[config.mk]
export PLATFORM = sky130hd
export DESIGN_NAME = mem_responder
export DESIGN_NICKNAME = d
export VERILOG_FILES = /design/src/rtl/mem_pkg.sv /design/src/rtl/beat_timer.sv /design/src/rtl/mem_responder.sv
export SDC_FILE = /design/constraint.sdc
export NUM_CORES = 1
export LEC_CHECK = 0
export CAP_MARGIN = 10
export CORE_UTILIZATION = 47
export DETAILED_ROUTE_END_ITERATION = 8
export GPL_TIMING_DRIVEN = 1
export PLACE_DENSITY_LB_ADDON = 0.08
export REMOVE_ABC_BUFFERS = 1
export SLEW_MARGIN = 30
export SYNTH_ARGS = -nofsm -noshare
export SYNTH_HDL_FRONTEND = slang
export SYNTH_SLANG_ARGS = --single-unit
[constraint.sdc]
create_clock -name clk -period 2.1 [get_ports clk]
set_input_delay 0.42 -clock clk [delete_from_list [all_inputs] [get_ports clk]]
set_output_delay 0.42 -clock clk [all_outputs]
set_load 0.05 [all_outputs]
[src/rtl/mem_pkg.sv]
// Shared definitions for the memory responder and the CPU control unit:
// FSM states, request classes, opcode constants and request prioritisation.
package mem_pkg;

    typedef enum logic [1:0] {
        ST_IDLE,
        ST_ACCESS,
        ST_DONE
    } state_e;

    typedef enum logic [2:0] {
        REQ_NONE,
        REQ_FETCH,
        REQ_READ,
        REQ_WRITE,
        REQ_PUSH,
        REQ_POP,
        REQ_CONFLICT
    } req_e;

    localparam logic [3:0] OP_NOP   = 4'h0;
    localparam logic [3:0] OP_LOAD  = 4'h1;
    localparam logic [3:0] OP_STORE = 4'h2;
    localparam logic [3:0] OP_PUSH  = 4'h3;
    localparam logic [3:0] OP_POP   = 4'h4;
    localparam logic [3:0] OP_JUMP  = 4'h5;
    localparam logic [3:0] OP_HALT  = 4'hF;

    // Only the highest-priority class present is served; push+pop together is a protocol error.
    function automatic req_e classifyReq(input logic fetch, input logic read, input logic write,
                                         input logic push, input logic pop);
        if (fetch)
            return REQ_FETCH;
        else if (read)
            return REQ_READ;
        else if (write)
            return REQ_WRITE;
        else if (push && pop)
            return REQ_CONFLICT;
        else if (push)
            return REQ_PUSH;
        else if (pop)
            return REQ_POP;
        else
            return REQ_NONE;
    endfunction

    function automatic logic [1:0] beatsFor(input req_e cls);
        return (cls == REQ_FETCH) ? 2'd3 : 2'd1;
    endfunction

endpackage

[src/rtl/beat_timer.sv]
// Sequences up to three RAM beats of WAIT+1 cycles each, flagging the last
// cycle of every beat and the last cycle of the final beat.
module beat_timer
    import mem_pkg::*;
#(
    parameter int WAIT = 1
) (
    input  logic       clk,
    input  logic       rst,
    input  logic       start_i,
    input  logic [1:0] beats_i,
    output logic       last_o,
    output logic       final_o,
    output logic [1:0] beat_o
);

    localparam int WW = (WAIT < 1) ? 1 : $clog2(WAIT + 1);
    localparam logic [WW-1:0] WAIT_MAX = WW'(WAIT);

    logic          busy_q;
    logic [WW-1:0] waitCnt_q;
    logic [1:0]    beatCnt_q;
    logic [1:0]    lastBeat_q;

    // A start request always restarts the sequence from beat 0, cycle 0.
    always_ff @(posedge clk) begin
        if (rst) begin
            busy_q     <= 1'b0;
            waitCnt_q  <= '0;
            beatCnt_q  <= '0;
            lastBeat_q <= '0;
        end else if (start_i) begin
            busy_q     <= 1'b1;
            waitCnt_q  <= '0;
            beatCnt_q  <= '0;
            lastBeat_q <= beats_i - 2'd1;
        end else if (busy_q) begin
            if (waitCnt_q == WAIT_MAX) begin
                waitCnt_q <= '0;
                if (beatCnt_q == lastBeat_q)
                    busy_q <= 1'b0;
                else
                    beatCnt_q <= beatCnt_q + 2'd1;
            end else begin
                waitCnt_q <= waitCnt_q + WW'(1);
            end
        end
    end

    assign last_o  = busy_q && (waitCnt_q == WAIT_MAX);
    assign final_o = last_o && (beatCnt_q == lastBeat_q);
    assign beat_o  = beatCnt_q;

endmodule

[src/rtl/mem_responder.sv]
// Serves CPU fetch/read/write/stack requests against a single-port RAM with
// one cycle of read latency, stalling the CPU until each request completes.
module mem_responder
    import mem_pkg::*;
#(
    parameter int            DW       = 16,
    parameter int            AW       = 8,
    parameter int            WAIT     = 1,
    parameter logic [AW-1:0] SP_TOP   = {AW{1'b1}},
    parameter logic [AW-1:0] SP_LIMIT = {AW{1'b1}} - AW'(31)
) (
    input  logic          clk,
    input  logic          rst,
    input  logic          mem1RE,
    input  logic          mem2RE,
    input  logic          mem3RE,
    input  logic          mem4RE,
    input  logic          memWE,
    input  logic          push,
    input  logic          pop,
    input  logic [AW-1:0] pc,
    input  logic [AW-1:0] addr,
    input  logic [DW-1:0] wdata,
    output logic          stall,
    output logic [DW-1:0] instr0,
    output logic [DW-1:0] instr1,
    output logic [DW-1:0] instr2,
    output logic [DW-1:0] rdata,
    output logic [AW-1:0] sp,
    output logic          err,
    output logic [AW-1:0] ram_addr,
    output logic          ram_we,
    output logic [DW-1:0] ram_wdata,
    input  logic [DW-1:0] ram_rdata
);

    state_e        state_q;
    req_e          cls_q;
    logic [AW-1:0] sp_q;
    logic          err_q;
    logic [DW-1:0] instr0_q;
    logic [DW-1:0] instr1_q;
    logic [DW-1:0] instr2_q;
    logic [DW-1:0] rdata_q;
    logic [AW-1:0] ramAddr_q;
    logic          ramWe_q;
    logic [DW-1:0] ramWdata_q;

    req_e       reqClass;
    logic       anyReq;
    logic       rejectReq;
    logic       timerStart;
    logic       beatLast;
    logic       beatFinal;
    logic [1:0] beatIdx;

    assign reqClass = classifyReq(mem1RE | mem2RE | mem3RE, mem4RE, memWE, push, pop);
    assign anyReq   = (reqClass != REQ_NONE);

    // Stack overflow/underflow and push+pop conflicts finish immediately without touching RAM.
    assign rejectReq = (reqClass == REQ_CONFLICT)
                    || ((reqClass == REQ_PUSH) && (sp_q < SP_LIMIT))
                    || ((reqClass == REQ_POP) && (sp_q == SP_TOP));

    assign timerStart = (state_q == ST_IDLE) && anyReq && !rejectReq;

    beat_timer #(
        .WAIT(WAIT)
    ) u_beat_timer (
        .clk    (clk),
        .rst    (rst),
        .start_i(timerStart),
        .beats_i(beatsFor(reqClass)),
        .last_o (beatLast),
        .final_o(beatFinal),
        .beat_o (beatIdx)
    );

    always_ff @(posedge clk) begin
        if (rst) begin
            state_q    <= ST_IDLE;
            cls_q      <= REQ_NONE;
            sp_q       <= SP_TOP;
            err_q      <= 1'b0;
            instr0_q   <= '0;
            instr1_q   <= '0;
            instr2_q   <= '0;
            rdata_q    <= '0;
            ramAddr_q  <= '0;
            ramWe_q    <= 1'b0;
            ramWdata_q <= '0;
        end else begin
            case (state_q)
                ST_IDLE: begin
                    ramWe_q <= 1'b0;
                    if (anyReq) begin
                        if (rejectReq) begin
                            err_q   <= 1'b1;
                            state_q <= ST_DONE;
                        end else begin
                            cls_q   <= reqClass;
                            state_q <= ST_ACCESS;
                            case (reqClass)
                                REQ_FETCH: ramAddr_q <= pc;
                                REQ_READ:  ramAddr_q <= addr;
                                REQ_WRITE: begin
                                    ramAddr_q  <= addr;
                                    ramWe_q    <= 1'b1;
                                    ramWdata_q <= wdata;
                                end
                                REQ_PUSH: begin
                                    ramAddr_q  <= sp_q;
                                    ramWe_q    <= 1'b1;
                                    ramWdata_q <= wdata;
                                end
                                REQ_POP: begin
                                    sp_q      <= sp_q + AW'(1);
                                    ramAddr_q <= sp_q + AW'(1);
                                end
                                default: ;
                            endcase
                        end
                    end
                end

                // The RAM returns data one cycle after the address, so the last beat cycle sees it.
                ST_ACCESS: begin
                    ramWe_q <= 1'b0;
                    if (beatLast) begin
                        case (cls_q)
                            REQ_FETCH: begin
                                case (beatIdx)
                                    2'd0:    instr0_q <= ram_rdata;
                                    2'd1:    instr1_q <= ram_rdata;
                                    default: instr2_q <= ram_rdata;
                                endcase
                                if (!beatFinal)
                                    ramAddr_q <= ramAddr_q + AW'(1);
                            end
                            REQ_READ, REQ_POP: rdata_q <= ram_rdata;
                            default: ;
                        endcase
                        if (beatFinal) begin
                            state_q <= ST_DONE;
                            if (cls_q == REQ_PUSH)
                                sp_q <= sp_q - AW'(1);
                        end
                    end
                end

                ST_DONE: begin
                    ramWe_q <= 1'b0;
                    state_q <= ST_IDLE;
                end

                default: state_q <= ST_IDLE;
            endcase
        end
    end

    assign stall     = anyReq && (state_q != ST_DONE);
    assign instr0    = instr0_q;
    assign instr1    = instr1_q;
    assign instr2    = instr2_q;
    assign rdata     = rdata_q;
    assign sp        = sp_q;
    assign err       = err_q;
    assign ram_addr  = ramAddr_q;
    assign ram_we    = ramWe_q;
    assign ram_wdata = ramWdata_q;

endmodule

==> results.md, run 1 <==
- Synth Register Bits: 108
- Hold_sp: instr0[11]$_SDFFE_PP0P_
- HP Class: reg -> reg
- Simple-Gate Fraction of Synth Area: 22.76%
- Syn Area/Cell: 8.337 um2
- Slew Viols, Final: 0
- Critical Path RT: 2.40 ns
- Via count: 5128
- Post-synthesis mux area share: 7.504%
- Routed wire per std cell: 15.92 um
- Post-Synth XOR/XNOR Area: 1.238%
- Final hold vios: 0
- Port Buffer Count: 155
- Fraction of layout cells with a size suffix above 1: 15.18%
- Complex-gate fraction of the synthesized area: 18.01%
- Cell chain of the critical path: ha_2, nand4_1, buf_4, nor4_1, a2111oi_2, o21a_1, o21ai_1
- Syn Inst Count: 594
- Critical path arrival: 2.35 ns
- GRT Total Usage: 27.22%
- Fin crit period: 2.044 ns
- DP HPWL: 10.86 mm
- DRT Wirelength: 14.85 mm
- Vias in the first global route: 4932
- Global-route wire length before repair: 23.89 mm
- Antenna violations before repair: 0
- PnR Total Power: 7.067 mW
- Routed Antenna Nets: 0
- Setup TNS: 0 ns
- Critical R2R Launch: sp[0]$_SDFFE_PP1P_
- Fin crit share: 97.32%
- CTS buffer count: 9
- GP Congestion: 0.9273
- Power density over cell area: 964.7 mW/mm2
- Slowest cell on the critical path: nor4_1
- Buf+Inv Stages, Crit Path: 1
- Setup violators final: 0
- Slew margin rel.: 63.76%
- Clock Sinks: 108
- Synth warn: 0
- CP Launch Type: register
- Total die area: 0.01095 mm2
- Post-synth EDFFs: 0
- Post-Syn Area: 0.004952 mm2
- Top Ports: 156
- Fmax: 0.4893 GHz
- # diodes: 0
- Clock skew: 0.01110 ns
- CTS max path bufs: 2
- Crit Path Max Fanout: 5
- Peak VDD IR: 0.001248 V
- TritonCTS clock tree: yes
- Die Y: 104.7 um
- Status: finished clean
- Largest family of logic cells by synthesized area: simple AND/OR/NAND/NOR gates
- Area grow syn2layout: 47.93%
- Root Buffer: clkbuf_8
- Hold_buf cts: 0
- Drt pass-1 iters: 8
- Cell variety after synth: 68
- Leak pwr: 2.710 nW
- Crit path largest cell delay: 0.45 ns
- Die Wd: 104.7 um
- 1st-iter DRT viols: 241
- WS Path Type: reg -> reg
- Synth async-reset ratio: 0%
- Top FF cell, synth: dfxtp_1
- Site Rows: 37
- CTS HTree Levels: 3
- Post-synthesis sequential area ratio: 43.66%
- Max_cap viols: 0
- Slew @ Worst Pin: 0.5419 ns
- Synth Area in Adders: 2.274%
- Gr ovfl total: 0
- Crit path max-delay family: simple AND/OR/NAND/NOR gates
- Initial Util: 48.19%
- Largest net degree at the start of global routing: 105
- Via density: 5.496
- Crit path from: sp[0]$_SDFFE_PP1P_
- Core area: 0.01028 mm2
- Worst setup EP type: register
- Drc violations: 0
- Clock slew at reported path FFs: 0.10 ns
- Filler cell count: 844
- Worst-Skew Late Latency: 0.37 ns
- Layout net count: 858
-- sequential cells by signal, summed over array words and instances (netlist names) --
name / cells
u_beat_timer.beat_o: 2
cls_q: 3
ram_wdata: 16
ram_we: 1
instr0: 16
rdata: 16
err: 1
u_beat_timer.waitCnt_q: 1
u_beat_timer.lastBeat_q: 1
instr1: 16
instr2: 16
u_beat_timer.busy_q: 1
state_q: 2
sp: 8
ram_addr: 8
-- kinds of logic after synthesis --
family / after synthesis
mux: 37
flops: 108
buf+inv: 49
fa+ha+maj: 9
simple gates: 245
compound gates: 139
xor+xnor: 7
-- where the power goes --
part / internal, mW / switching [mW]
logic: 1.34 / 1.98
clock network: 0.560 / 0.703
registers: 2.24 / 0.246
-- cell usage in the layout (no fill, tap or decap), drive strengths merged, types with 11 or more instances in the layout --
cell / instances
clkdlybuf4s50: 138
a21oi: 63
mux2i: 36
clkbuf: 11
dfxtp: 108
buf: 78
a31oi: 11
nor2: 59
nand3: 13
nand2: 121
inv: 14
o21ai: 20
-- path summary, 6_finish.rpt --
kind                               to  slack (ns)  cells after the start
max          ram_addr[6]$_SDFFE_PP0P_        0.06                      7
min           instr0[11]$_SDFFE_PP0P_        0.46                      2
max reg2reg  ram_addr[6]$_SDFFE_PP0P_        0.06                      7
min reg2reg   instr0[11]$_SDFFE_PP0P_        0.46                      2
-- through the flow --
| step | setup WS, ns | cell area, um2 | utilization, % | hold WS (ns) | instances |
|---|---|---|---|---|---|
| after floorplan | -0.3543 | 4772 | - | 0.4549 | 557 |
| after global placement | -0.4502 | 6999 | 68.10 | 0.4409 | 912 |
| after detailed placement | -0.4802 | 6999 | 68.10 | 0.4470 | 912 |
| after CTS | 0.002062 | 7253 | 70.57 | 0.4613 | 933 |
| after global routing | -0.03889 | 7326 | 71.28 | 0.4863 | 933 |
| final | 0.05637 | 7326 | 71.28 | 0.4579 | 933 |
-- worst register-to-register path: stages (launching register included) --
cell       delay [ns]
dfxtp_1          0.38
ha_2             0.25
nand4_1          0.25
buf_4            0.24
nor4_1           0.45
a2111oi_2        0.11
o21a_1           0.19
o21ai_1          0.12
-- layer usage --
layer / part of all wire [%] / GRT usage [%] / wire (um)
met5: 0 / 0 / 0
met3: 5.6 / 4.242 / 833
met4: 2.4 / 10.97 / 353
met1: 43 / 33.92 / 6405
met2: 49 / 46.88 / 7258
-- what timing repair did --
action	CTS	global route
setup endpoints to repair	10	31
gates resized for setup	11	20
pin swaps	6	2
setup buffers	5	0
-- cells in the mapped netlist (4+ instances only) --
master	number	area [um2]
inv_1	11	41.29
and2_1	4	25.02
and3_1	5	31.28
buf_2	12	60.06
a21oi_1	62	310.3
nor2b_1	5	31.28
nand4_1	4	25.02
o21ai_1	5	25.02
nor2_1	58	217.7
xnor2_1	4	35.03
mux2i_1	36	360.4
a31oi_1	10	62.56
nand2_1	121	454.2
a211oi_1	7	52.55
ha_1	9	112.6
nor4_1	7	43.79
nand3_1	12	60.06
nor3_1	9	45.04
dfxtp_1	108	2162
clkbuf_1	21	78.83
o21ai_0	14	70.07
-- layout make-up --
cell class / count / area (um2) / area share, %
sequential: 108 / 2162 / 29.51
clock inverter: 5 / 60.06 / 0.8198
timing repair buffer: 224 / 2115 / 28.86
multi-input combinational: 437 / 2643 / 36.07
tap: 136 / 170.2 / 2.323
clock buffer: 11 / 131.4 / 1.793
inverter: 12 / 45.04 / 0.6149
No activity file was read; power rests on OpenSTA's default activity.
==> run 2, diff against run 1 <==
==> constraint.sdc (replaced) <==
create_clock -name clk -period 2.1 [get_ports clk]
set_input_delay 0.21 -clock clk [delete_from_list [all_inputs] [get_ports clk]]
set_output_delay 0.21 -clock clk [all_outputs]
set_load 0.05 [all_outputs]
==> results.md, run 2 (same netlist as run 1, synthesis figures left out) <==
- Die Y: 104.7 um
- Slew @ Worst Pin: 0.6057 ns
- Met2 global-route usage: 45.60%
- Fmax: 0.4974 GHz
- Largest net degree at the start of global routing: 105
- Critical R2R Launch: sp[0]$_SDFFE_PP1P_
- Core area: 0.01028 mm2
- Total die area: 0.01095 mm2
- Filler cell count: 830
- Global-route wire length before repair: 23.34 mm
- CTS buffer count: 9
- Commonest non-fill, non-tap cell in the layout: clkdlybuf4s50_1
- Clock skew: 0.02004 ns
- Clock slew at reported path FFs: 0.10 ns
- Fin crit period: 2.011 ns
- Peak VDD IR: 0.0009813 V
- Area of the multi-input gates: 0.002656 mm2
- Fraction of layout cells with a size suffix above 1: 12.53%
- Worst-Skew Late Latency: 0.37 ns
- Pre-CTS setup slack: -0.4364 ns
- Port Buffer Count: 155
- Critical path arrival: 1.80 ns
- TritonCTS clock tree: yes
- Hold_buf cts: 0
- Worst flop-to-flop path endpoint: ram_addr[4]$_SDFFE_PP0P_
- Cell area after layout: 0.007263 mm2
- Final Hold Slack: 0.3825 ns
- Max_cap viols: 0
- DP HPWL: 10.67 mm
- Drc violations: 0
- Via count: 5019
- Slew Viols, Final: 0
- Status: finished clean
- Gr ovfl total: 0
- Clock Sinks: 108
- Root Buffer: clkbuf_8
- FF-to-FF setup slack: 0.09 ns
- Site Rows: 37
- FF/Latch Area: 0.002162 mm2
- Vias in the first global route: 4736
- WS Path Type: in -> out
- Critical Path RT: 1.89 ns
- Worst setup EP type: primary output
- Crit Path Max Fanout: 6
- Commonest non-fill, non-tap cells in the layout: clkdlybuf4s50_1, nand2_1, dfxtp_1, a21oi_1, nor2_1
- GP Congestion: 0.9515
- Hold_sp: rst
- # diodes: 0
- 1st-iter DRT viols: 286
- Initial Util: 48.19%
- Drt pass-1 iters: 4
- Top Ports: 156
- Crit path from: mem2RE
- Met3 Use GR: 5.303%
- Critical Path Sink: stall
- Routed Antenna Nets: 0
- CP Launch Type: primary input
- PnR Total Power: 7.212 mW
- Fin crit share: 95.74%
- GRT met1 Usage: 32.71%
- Area grow syn2layout: 46.67%
- Die Wd: 104.7 um
- Antenna violations before repair: 0
- Slowest cell on the critical path: clkdlybuf4s50_1
- CTS HTree Levels: 3
- HP Class: in -> reg
- Leak pwr: 2.594 nW
- CTS max path bufs: 2
- Layout net count: 843
- Cell chain of the critical path: clkdlybuf4s50_1, or3_4, nor2_4, buf_4, a21oi_1, buf_12
- Power density over cell area: 993.0 mW/mm2
- Routed wire per std cell: 15.89 um
- Slew margin rel.: 59.19%
- Worst R2R Path Depth: 7
- Gr busiest metal: met2
- Crit path largest cell delay: 0.50 ns
- Via density: 5.467
- Final hold vios: 0
- DP Area: 0.006912 mm2
- DRT Wirelength: 14.59 mm
- Setup WS post-layout: 0.08943 ns
- GRT Total Usage: 26.45%
- Final Core Density: 70.67%
- Setup violators final: 0
-- run 2: final cells by class --
cell class	count	area share, %
tap	136	2.343
clock inverter	4	1.068
clock buffer	12	1.998
sequential	108	29.77
timing repair buffer	209	27.63
multi-input combinational	437	36.57
inverter	12	0.6202
-- run 2: where the power goes --
group / leakage (nW) / switching [mW] / total (mW) / internal, mW
Clock: 0.112 / 0.689 / 1.40 / 0.715
Sequential: 0.874 / 0.283 / 2.52 / 2.24
Combinational: 1.61 / 1.94 / 3.29 / 1.35
Total: 2.59 / 2.91 / 7.21 / 4.30
-- run 2: repair_timing --
action,CTS,global route
pin swaps,0,5
endpoints found under the setup margin,2,68
buffers inserted,0,4
gates resized for setup,1,24
-- run 2: critical path, delay by kind of cell --
kind,cells,cell delay [ns]
buffers and inverters,3,0.83
and+or+nand+nor,2,0.65
AOI/OAI and AO/OA,1,0.10
-- run 2: how the worst min path moves through the flow --
stage | end | slack (ns) | depth (start not counted)
2_1_floorplan | instr0[0]$_SDFFE_PP0P_ | 0.28 | 1
3_3_place_gp | instr2[10]$_SDFFE_PP0P_ | 0.44 | 2
3_5_place_dp | instr0[4]$_SDFFE_PP0P_ | 0.45 | 2
4_1_cts | sp[0]$_SDFFE_PP1P_ | 0.36 | 3
5_1_grt | sp[0]$_SDFFE_PP1P_ | 0.39 | 3
6_report | ram_wdata[2]$_SDFFE_PP0P_ | 0.38 | 3
-- run 2: metal layers --
metal	wire [um]	share of wire (%)
met3	860	5.9
met1	6385	44
met5	0	0
met4	359	2.5
met2	6980	48
-- run 2: per-stage QoR --
stage | TNS (ns) | instances
final | 0 | 918
after detailed placement | -4.049 | 898
after floorplan | -17.67 | 557
after global routing | -0.04173 | 918
after global placement | -3.066 | 898
after CTS | -0.006815 | 914
==> run 3, diff against run 2 <==
clock period = 2.2 ns   (was 2.1 ns; I/O delays follow)
==> results.md, run 3 (same netlist as run 1, synthesis figures left out) <==
- Routed Antenna Nets: 0
- Drc violations: 0
- Top Ports: 156
- # diodes: 0
- Fmax: 0.4788 GHz
- Clock Sinks: 108
- Via density: 5.404
- Power density over cell area: 943.8 mW/mm2
- Worst-Skew Late Latency: 0.37 ns
- Filler cell count: 849
- TritonCTS clock tree: yes
- Pre-CTS setup slack: -0.1267 ns
- Fin cells: 912
- Layout net count: 837
- Die Y: 104.7 um
- Slew Viols, Final: 0
- GRT Total Usage: 27.23%
- RSZ-0062 raised after global routing: true
- Worst setup EP type: primary output
- Initial Util: 48.19%
- Commonest non-fill, non-tap cells in the layout: clkdlybuf4s50_1, nand2_1, dfxtp_1, a21oi_1, nor2_1
- Crit path largest cell delay: 0.52 ns
- Setup TNS: 0 ns
- DP Area: 0.006872 mm2
- Commonest non-fill, non-tap cell in the layout: clkdlybuf4s50_1
- CTS HTree Levels: 3
- Cell area after layout: 0.007131 mm2
- Final Core Density: 69.38%
- Antenna violations before repair: 0
- Fin crit share: 94.93%
- Setup violators final: 0
- Crit Path Max Fanout: 6
- DP HPWL: 10.94 mm
- Via count: 4928
- Root Buffer: clkbuf_8
- Total die area: 0.01095 mm2
- Die Wd: 104.7 um
- Critical path arrival: 1.87 ns
- Critical Path RT: 1.98 ns
- Clock slew at reported path FFs: 0.11 ns
- HP Class: in -> reg
- Port Buffer Count: 155
- Setup WS post-layout: 0.1114 ns
- Global-route wire length before repair: 23.81 mm
- Largest net degree at the start of global routing: 74
- Slew @ Worst Pin: 0.7278 ns
- Cell chain of the critical path: clkdlybuf4s50_1, or3_1, nor2_4, buf_4, a21oi_1, buf_12
- CTS buffer count: 9
- Clock skew: 0.01559 ns
- Peak VDD IR: 0.0009356 V
- Gr ovfl total: 0
- Drt pass-1 iters: 4
- Leak pwr: 2.551 nW
- Vias in the first global route: 4928
- Max_cap viols: 0
- Routed wire per std cell: 16.05 um
- Site Rows: 37
- Post-CTS Resized: 1
- Core area: 0.01028 mm2
- Hold_buf cts: 0
- CTS max path bufs: 2
- Slowest cell on the critical path: or3_1
- Fin crit period: 2.089 ns
- 1st-iter DRT viols: 222
- Crit path max-delay family: buffers and inverters
- Area grow syn2layout: 43.99%
- Final hold vios: 0
- WS Path Type: in -> out
- Status: finished clean
- DRT Wirelength: 14.64 mm
- Final Hold Slack: 0.3321 ns
- CP Launch Type: primary input
- PnR Total Power: 6.730 mW
- Slew margin rel.: 51.48%
- GP Congestion: 0.9068
- Fraction of layout cells with a size suffix above 1: 10.70%
- Cell Count Post-Placement: 896
- Buf+Inv Stages, Crit Path: 3
- Setup Buffers After CTS: 0
## run 3: changes by cell type in the layout (fill, tap and decap cells not counted), moves of 2 or more
| cell | before | now |
|---|---|---|
| nand3_2 | 2 | 0 |
| dlymetal6s2s_1 | 3 | 0 |
| clkbuf_1 | 2 | 0 |
| buf_4 | 51 | 44 |
| clkdlybuf4s50_1 | 150 | 153 |
| buf_12 | 4 | 2 |
| a2111oi_0 | 0 | 3 |
| nand3_1 | 10 | 12 |
| buf_6 | 0 | 3 |
| a2111oi_2 | 2 | 0 |
| ha_1 | 6 | 8 |
## run 3: cell type report
class                      count  area, um2  area share [%]
multi-input combinational    437       2580           36.18
inverter                      12      45.04          0.6317
timing repair buffer         203       1941           27.22
clock buffer                  10      137.6           1.930
tap                          136      170.2           2.386
clock inverter                 6      93.84           1.316
sequential                   108       2163           30.34
## run 3: final timing paths
kind,end,cells past startpoint,from,slack [ns]
worst max register to register,sp[4]$_SDFFE_PP1P_,8,state_q[1]$_SDFFE_PP0P_,0.12
worst min register to register,instr2[4]$_SDFFE_PP0P_,2,instr2[4]$_SDFFE_PP0P_,0.46
worst max-delay path,stall,6,mem2RE,0.11
worst min-delay path,sp[0]$_SDFFE_PP1P_,3,rst,0.33
## run 3: tightest hold or removal path, stage by stage
cell     delay [ns]
buf_2          0.12
inv_1          0.22
nand2_1        0.12
## run 3: per-layer routing
| layer | GRT usage [%] | wire length [um] | vias to the layer above |
|---|---|---|---|
| li1 | - | - | 2439 |
| met1 | 32.97 | 6369 | 2311 |
| met2 | 48.44 | 7247 | 157 |
| met3 | 4.554 | 744 | 21 |
| met4 | 9.658 | 278 | 0 |
| met5 | 0 | 0 | - |
## run 3: power breakdown
part / internal [mW] / total (mW) / leakage (nW) / switching [mW]
combinational: 1.17 / 2.94 / 1.56 / 1.76
sequential: 2.14 / 2.42 / 0.874 / 0.278
clock: 0.685 / 1.38 / 0.119 / 0.691
